**src/rtl/vga_frame_renderer_pkg.sv**
```systemverilog
// Shared constants, state encoding and the 3-bit pixel unpack helper
// for the packed-framebuffer renderer.
package vga_frame_renderer_pkg;

    localparam int PIX_PER_WORD = 10;
    localparam int COLOUR_W     = 3;
    localparam int RAM_AW       = 11;
    localparam int SCREEN_W     = 160;
    localparam int SCREEN_H     = 120;
    localparam int WORD_W       = 32;

    typedef enum logic [1:0] {
        IDLE  = 2'd0,
        FETCH = 2'd1,
        PLOT  = 2'd2,
        DONE  = 2'd3
    } state_t;

    // Pixel k lives in bits [3k+2:3k]; pixel 0 is the leftmost on screen.
    function automatic logic [COLOUR_W-1:0] unpack_pixel(input logic [WORD_W-1:0] word,
                                                         input logic [3:0] k);
        logic [WORD_W-1:0] shifted;
        shifted = word >> (6'(k) * 6'd3);
        return shifted[COLOUR_W-1:0];
    endfunction

endpackage

```
**src/rtl/vga_frame_renderer_if.sv**
```systemverilog
// RAM-client handshake, RAM read bus and vga_adapter pixel bus of the renderer.
interface vga_frame_renderer_if;
    import vga_frame_renderer_pkg::*;

    logic                enable;
    logic                acknowledge;
    logic [WORD_W-1:0]   dataRead;
    logic [RAM_AW-1:0]   address;
    logic [7:0]          x;
    logic [6:0]          y;
    logic [COLOUR_W-1:0] colour;
    logic                plot;

    modport slave (
        input  enable, dataRead,
        output acknowledge, address, x, y, colour, plot
    );

    modport master (
        output enable, dataRead,
        input  acknowledge, address, x, y, colour, plot
    );

endinterface

```
**src/rtl/vga_frame_renderer_word_prefetch_buffer.sv**
```systemverilog
// Tracks in-flight RAM reads and holds one returned word until the renderer consumes it.
// The word/valid outputs bypass straight from dataRead on the cycle the read lands.
module word_prefetch_buffer #(
    parameter int RD_LAT = 1
) (
    input  logic        CLOCK_50,
    input  logic        resetIn,
    input  logic        flush,
    input  logic        issue,
    input  logic        consume,
    input  logic [31:0] dataRead,
    output logic [31:0] word,
    output logic        valid
);

    logic [RD_LAT-1:0] pending;
    logic [31:0]       hold;
    logic              hold_valid;
    logic              arrive;

    assign arrive = pending[RD_LAT-1];
    assign word   = hold_valid ? hold : dataRead;
    assign valid  = hold_valid | arrive;

    always_ff @(posedge CLOCK_50) begin
        if (resetIn || flush) begin
            pending    <= '0;
            hold       <= '0;
            hold_valid <= 1'b0;
        end else begin
            pending <= (pending << 1) | RD_LAT'(issue);
            if (arrive && (hold_valid || !consume)) begin
                hold       <= dataRead;
                hold_valid <= 1'b1;
            end else if (consume) begin
                hold_valid <= 1'b0;
            end
        end
    end

endmodule

```
**src/rtl/vga_frame_renderer.sv**
```systemverilog
// Walks a packed 3-bit-per-pixel framebuffer and streams one pixel per clock to vga_adapter.
//   state | meaning
//   IDLE  | no grant, outputs quiet, address parked on BASE_ADDR
//   FETCH | first word read in flight, waiting for it to land
//   PLOT  | one pixel per clock, next word prefetched behind the current one
//   DONE  | frame finished, acknowledge held while enable stays high
module vga_frame_renderer
    import vga_frame_renderer_pkg::*;
#(
    parameter logic [RAM_AW-1:0] BASE_ADDR   = 11'd0,
    parameter int                WIDTH_WORDS = 16,
    parameter int                HEIGHT      = 120,
    parameter int                RD_LAT      = 1,
    parameter bit                SKIP_BLACK  = 1'b0
) (
    input  logic                 CLOCK_50,
    input  logic                 resetIn,
    vga_frame_renderer_if.slave  bus
);

    if (RD_LAT < 1 || RD_LAT > 8) begin : g_bad_rd_lat
        $error("vga_frame_renderer: RD_LAT must be within 1..8");
    end

    state_t              state, state_n;
    logic [3:0]          k, k_n, pix_k;
    logic [7:0]          col, col_n, word_x, word_x_n;
    logic [6:0]          row, row_n;
    logic [WORD_W-1:0]   cur_word, cur_word_n, src_word;
    logic [RAM_AW-1:0]   addr_q, addr_n;
    logic [7:0]          x_q, x_n;
    logic [6:0]          y_q, y_n;
    logic [COLOUR_W-1:0] colour_q, colour_n, pix;
    logic                plot_q, plot_n, ack_q, ack_n;
    logic                issue_q, issue_n, consume, flush, present, abort, last_word;
    logic [WORD_W-1:0]   pf_word;
    logic                pf_valid;

    // issue_q is high during the cycle the new address is on the bus
    word_prefetch_buffer #(.RD_LAT(RD_LAT)) u_prefetch (
        .CLOCK_50 (CLOCK_50),
        .resetIn  (resetIn),
        .flush    (flush),
        .issue    (issue_q),
        .consume  (consume),
        .dataRead (bus.dataRead),
        .word     (pf_word),
        .valid    (pf_valid)
    );

    assign last_word = (row == 7'(HEIGHT - 1)) && (col == 8'(WIDTH_WORDS - 1));
    assign abort     = ((state == FETCH) || (state == PLOT)) && !bus.enable;

    always_comb begin
        state_n    = state;
        k_n        = k;
        col_n      = col;
        row_n      = row;
        word_x_n   = word_x;
        cur_word_n = cur_word;
        addr_n     = addr_q;
        x_n        = x_q;
        y_n        = y_q;
        colour_n   = colour_q;
        plot_n     = 1'b0;
        ack_n      = 1'b0;
        issue_n    = 1'b0;
        consume    = 1'b0;
        flush      = 1'b0;
        present    = 1'b0;
        pix_k      = k;
        src_word   = cur_word;
        pix        = '0;

        unique case (state)
            IDLE: begin
                if (bus.enable) begin
                    state_n  = FETCH;
                    addr_n   = BASE_ADDR;
                    issue_n  = 1'b1;
                    k_n      = '0;
                    col_n    = '0;
                    row_n    = '0;
                    word_x_n = '0;
                end
            end
            FETCH: begin
                if (bus.enable && pf_valid) begin
                    present    = 1'b1;
                    pix_k      = 4'd0;
                    src_word   = pf_word;
                    cur_word_n = pf_word;
                    consume    = 1'b1;
                    state_n    = PLOT;
                end
            end
            PLOT: begin
                if (bus.enable) present = 1'b1;
            end
            DONE: begin
                if (bus.enable) begin
                    ack_n = 1'b1;
                end else begin
                    state_n = IDLE;
                    addr_n  = BASE_ADDR;
                end
            end
        endcase

        if (present) begin
            pix      = unpack_pixel(src_word, pix_k);
            x_n      = word_x + {4'd0, pix_k};
            y_n      = row;
            colour_n = pix;
            plot_n   = !(SKIP_BLACK && (pix == '0));
            if ((pix_k == 4'd0) && !last_word) begin
                issue_n = 1'b1;
                addr_n  = addr_q + 11'd1;
            end
            if (pix_k == 4'(PIX_PER_WORD - 1)) begin
                k_n = '0;
                // The last pixel's edge moves to DONE; plot drops and ack rises on the next edge.
                if (last_word) begin
                    state_n = DONE;
                end else begin
                    consume    = 1'b1;
                    cur_word_n = pf_word;
                    if (col == 8'(WIDTH_WORDS - 1)) begin
                        col_n    = '0;
                        word_x_n = '0;
                        row_n    = row + 7'd1;
                    end else begin
                        col_n    = col + 8'd1;
                        word_x_n = word_x + 8'(PIX_PER_WORD);
                    end
                end
            end else begin
                k_n = pix_k + 4'd1;
            end
        end

        if (abort) begin
            state_n  = IDLE;
            flush    = 1'b1;
            addr_n   = BASE_ADDR;
            k_n      = '0;
            col_n    = '0;
            row_n    = '0;
            word_x_n = '0;
        end
    end

    always_ff @(posedge CLOCK_50) begin
        if (resetIn) begin
            state    <= IDLE;
            k        <= '0;
            col      <= '0;
            row      <= '0;
            word_x   <= '0;
            cur_word <= '0;
            addr_q   <= BASE_ADDR;
            x_q      <= '0;
            y_q      <= '0;
            colour_q <= '0;
            plot_q   <= 1'b0;
            ack_q    <= 1'b0;
            issue_q  <= 1'b0;
        end else begin
            state    <= state_n;
            k        <= k_n;
            col      <= col_n;
            row      <= row_n;
            word_x   <= word_x_n;
            cur_word <= cur_word_n;
            addr_q   <= addr_n;
            x_q      <= x_n;
            y_q      <= y_n;
            colour_q <= colour_n;
            plot_q   <= plot_n;
            ack_q    <= ack_n;
            issue_q  <= issue_n;
        end
    end

    assign bus.address     = addr_q;
    assign bus.x           = x_q;
    assign bus.y           = y_q;
    assign bus.colour      = colour_q;
    assign bus.plot        = plot_q;
    assign bus.acknowledge = ack_q;

endmodule

```
**src/flat_wrapper.sv**
```systemverilog
// flat-port wrapper written by rule: the top's interface ports become plain ports
module vga_frame_renderer_flat import vga_frame_renderer_pkg::*;
#(
    parameter logic [RAM_AW-1:0] BASE_ADDR   = 11'd0,
    parameter int                WIDTH_WORDS = 16,
    parameter int                HEIGHT      = 120,
    parameter int                RD_LAT      = 1,
    parameter bit                SKIP_BLACK  = 1'b0
)
  (CLOCK_50, resetIn, bus_enable, bus_dataRead, bus_acknowledge, bus_address, bus_x, bus_y, bus_colour, bus_plot);
  vga_frame_renderer_if bus_i ();
  input  logic CLOCK_50;
  input  logic resetIn;
  input wire logic [$bits(bus_i.enable)-1:0] bus_enable;
  input wire logic [$bits(bus_i.dataRead)-1:0] bus_dataRead;
  output wire logic [$bits(bus_i.acknowledge)-1:0] bus_acknowledge;
  output wire logic [$bits(bus_i.address)-1:0] bus_address;
  output wire logic [$bits(bus_i.x)-1:0] bus_x;
  output wire logic [$bits(bus_i.y)-1:0] bus_y;
  output wire logic [$bits(bus_i.colour)-1:0] bus_colour;
  output wire logic [$bits(bus_i.plot)-1:0] bus_plot;
  assign bus_i.enable = bus_enable;
  assign bus_i.dataRead = bus_dataRead;
  assign bus_acknowledge = bus_i.acknowledge;
  assign bus_address = bus_i.address;
  assign bus_x = bus_i.x;
  assign bus_y = bus_i.y;
  assign bus_colour = bus_i.colour;
  assign bus_plot = bus_i.plot;
  vga_frame_renderer #(.BASE_ADDR(BASE_ADDR), .WIDTH_WORDS(WIDTH_WORDS), .HEIGHT(HEIGHT), .RD_LAT(RD_LAT), .SKIP_BLACK(SKIP_BLACK)) u_core (.CLOCK_50(CLOCK_50), .resetIn(resetIn), .bus(bus_i));
endmodule
```
**config.mk**
```make
export PLATFORM = sky130hd
export DESIGN_NAME = vga_frame_renderer_flat
export DESIGN_NICKNAME = d
export VERILOG_FILES = /design/src/rtl/vga_frame_renderer_pkg.sv /design/src/rtl/vga_frame_renderer_if.sv /design/src/rtl/vga_frame_renderer_word_prefetch_buffer.sv /design/src/rtl/vga_frame_renderer.sv /design/src/flat_wrapper.sv
export SDC_FILE = /design/constraint.sdc
export NUM_CORES = 1
export LEC_CHECK = 0
export ABC_AREA = 1
export CAP_MARGIN = 15
export CORE_MARGIN = 2
export CORE_UTILIZATION = 40
export CTS_CLUSTER_SIZE = 40
export DETAILED_ROUTE_END_ITERATION = 10
export GPL_ROUTABILITY_DRIVEN = 0
export PLACE_DENSITY = 0.7
export SLEW_MARGIN = 5
export SYNTH_ARGS = -nofsm -noshare
export SYNTH_HDL_FRONTEND = slang
export SYNTH_SLANG_ARGS = --single-unit
```
**constraint.sdc**
```tcl
create_clock -name CLOCK_50 -period 7.5 [get_ports CLOCK_50]
set_input_delay 0.75 -clock CLOCK_50 [delete_from_list [all_inputs] [get_ports CLOCK_50]]
set_output_delay 0.75 -clock CLOCK_50 [all_outputs]
set_load 0.005 [all_outputs]
```
==> reports/metrics.cfg <==
[status]
status = finished, final reports clean

[sta]
period_minus_slack_ps = 4210
max_freq_mhz = 237
fin_skew_ps = 7.02
drv_slew = 0
hold_violations = 0
grt_setup_unrepaired = no
fin_ws_ps = 3290
fin_crit_sh_pct = 56.2
worst_slew_pin_slew_ps = 984
tns_ps = 0
finalSetupViolations = 0
relSlewSlack_pct = 34.3
timing.hold.ws_ps = 406

[drt]
vias = 6215
drc_errors = 0
ant_nets = 0
drt-total-wl_um = 16000
first_iter_violations = 536
drt_pass1_iterations = 5
wl_per_cell_um = 13.0
viasPerCell = 5.06

[floorplan]
start_util_pct = 41.0
coreArea_um2 = 15900
pin_count = 66
dieArea_um2 = 17300
row_count = 46
fp.dieH_um = 132
die_w_um = 132

[worst_setup_path]
crit_type = reg2reg
crit_chain = buf_4 -> inv_2 -> nand2_1 -> nand3_2 -> buf_4 -> nand2_1 -> inv_1 -> ha_1 -> inv_1 -> nor2_1 -> nand3_2 -> buf_4 -> nand2_2 -> nand2_2 -> buf_12 -> nand3_1 -> nand2_1 -> nor2_1
crit_slowest_cell = nand2_1
r2r-start = u_core.u_prefetch.arrive$_SDFF_PP0_
cp.arrival_ps = 4520
start_kind = flop
cp.buffers_inverters = 7
startpoint = u_core.u_prefetch.arrive$_SDFF_PP0_
critPathRequiredTime_ps = 7810
regToRegSetupSlack_ps = 3290
worst-path-max-fanout = 67
slowest_delay_ps = 570
worstRegToRegCells = 18
endpoint_kind = flop
crit_family = buffers and inverters
cp.depth = 18

[clock_tree]
path_clk_slew_ps = 50
cts_setup_buffers = 0
cts_buffers = 17
clkSinkCount = 127
cts-root-buf = clkbuf_16
holdBufCountCts = 0
cts_resized = 0
cts_max_level = 4
clockBufferDepth = 2
cts_tree = built
clk_latency_ps = 420

[global_routing]
grt_max_degree = 68
grt_use_total_pct = 19.2
grt_pass1_vias = 5842
antenna_found_initial = 0
grt_pass1_wl_um = 27500
overflow = 0

[worst_hold_path]
min_path_cells = 2
hp-start = u_core.issue_q$_SDFF_PP0_
min_path_type = reg2reg

[final_layout]
nFillCells = 1622
area_delta_synth_final_pct = 19.5
register_area_um2 = 2540
drive_gt1_share_pct = 4.74
multi_input_area_um2 = 3340
final_nets = 1058
diodes = 0

[yosys]
synth_nets = 1024
synth.distinct_cells = 31
yosysWarningCount = 0
synth_cells = 972
synth-seq-cells = 127
synth_area_um2 = 6510
synth.yosys.seq_area_share_pct = 39.1
syn_avg_cell_area_um2 = 6.69

[placement]
pre_cts_slack_ps = 2540
port_buffers = 65
dpl.hpwl_um = 10400

[power]
ir_drop_mv = 0.165
powerDensity_nw_per_um2 = 204
p_leak_uw = 0.00308
total_power_uw = 1580

[run]
maxCapViolCount = 0

[Yosys cell counts (all sizes together)]
| library cell | instances | area share, % |
|---|---|---|
| buf | 21 | 1.8 |
| ha | 16 | 3.1 |
| o21a | 2 | 0.23 |
| nor3 | 20 | 1.5 |
| nand3 | 92 | 7.2 |
| fa | 1 | 0.31 |
| o21ai | 97 | 7.5 |
| nand2 | 191 | 11 |
| xor2 | 10 | 1.3 |
| nor2 | 110 | 6.5 |
| clkbuf | 35 | 2.0 |
| a41oi | 1 | 0.13 |
| a31oi | 15 | 1.4 |
| a21oi | 114 | 8.9 |
| xnor2 | 6 | 0.81 |
| or2 | 3 | 0.29 |
| nand3b | 5 | 0.58 |
| inv | 103 | 5.9 |
| nand4 | 1 | 0.096 |
| o31ai | 1 | 0.12 |
| clkinv | 1 | 0.058 |
| dfxtp | 127 | 39 |
[state kept, by name (all words and copies together) (netlist names), 2 cells and up]
register,cells
u_core.row,7
u_core.col,8
u_core.word_x,8
u_core.bus.colour,3
u_core.bus.y,7
u_core.bus.address,11
u_core.bus.x,8
u_core.cur_word,32
u_core.u_prefetch.hold,32
u_core.k,4
u_core.state,2
[power by group]
group          internal [uW]  total (uW)  switching (uW)
logic                   51.9         143            90.8
clock network            463         740             278
registers                693         702            8.48
total                   1210        1580             377
[through the flow]
| stage | utilization, % | area [um2] | std cells |
|---|---|---|---|
| detailed placement | 45.5 | 7230 | 1202 |
| global placement | 45.5 | 7230 | 1202 |
| finish | 48.9 | 7770 | 1229 |
| floorplan | - | 6510 | 972 |
| global route | 48.9 | 7770 | 1229 |
| CTS | 48.8 | 7750 | 1228 |
[path summary, 6_finish.rpt]
path                                              to
max          u_core.u_prefetch.hold[21]$_SDFFE_PP0P_
min              u_core.u_prefetch.arrive$_SDFF_PP0_
max reg2reg  u_core.u_prefetch.hold[21]$_SDFFE_PP0P_
min reg2reg      u_core.u_prefetch.arrive$_SDFF_PP0_
[cell type report]
type                       instances  area share, %
sequential                       127           32.7
inverter                         104           5.02
clock inverter                     1         0.0644
clock buffer                      25           6.63
timing repair buffer              71           9.11
tap                              216           3.48
multi-input combinational        685           43.0
[per-layer routing]
metal | wire, um | up-vias | global-route usage, % | share of wire (%)
met5 | 0 | - | 0 | 0
met4 | 416 | 0 | 8.57 | 2.6
met3 | 742 | 34 | 4.63 | 4.6
met2 | 7190 | 136 | 30.7 | 45
met1 | 7650 | 2814 | 24.6 | 48
li1 | - | 3231 | - | -
[kinds of logic after synthesis]
group / count (synthesis) / share of synthesized area (%)
AND/OR/NAND/NOR: 422 / 27.3
AO/OA/AOI/OAI: 230 / 18.3
buffers and inverters: 160 / 9.81
flip-flops: 127 / 39.1
XOR/XNOR: 16 / 2.15
adder cells (fa/ha/maj): 17 / 3.38
[layout by cell type (no fill, tap or decap)]
cell type	Yosys	layout
buf_4	5	5
nor2_2	3	3
a31oi_1	15	15
clkbuf_8	0	6
dfxtp_2	0	2
dfxtp_1	127	125
ha_1	16	16
clkinv_1	1	1
clkbuf_1	35	2
xnor2_1	6	6
or2_2	3	3
o21ai_0	95	95
clkbuf_16	0	17
xor2_1	10	10
o21ai_1	2	2
o21a_1	2	2
a41oi_1	1	1
fa_1	1	1
clkinv_2	0	1
nand2_1	190	189
nand3_1	90	90
nand4_1	1	1
inv_2	4	4
nand2_2	1	2
a21oi_1	113	112
nor3_1	20	20
inv_1	99	99
nand3b_1	5	5
nor2_1	107	107
buf_12	0	1
nand3_2	2	2
o31ai_1	1	1
a21oi_4	1	2
clkdlybuf4s50_1	0	65
[worst reg2reg max path, delay by kind of cell (launching register included)]
kind	cells	cell delay, ps
DFF	1	310
adders and majority gates	1	230
and+or+nand+nor	10	1770
buffers and inverters	7	1830
(Power assumes the default switching activity.)
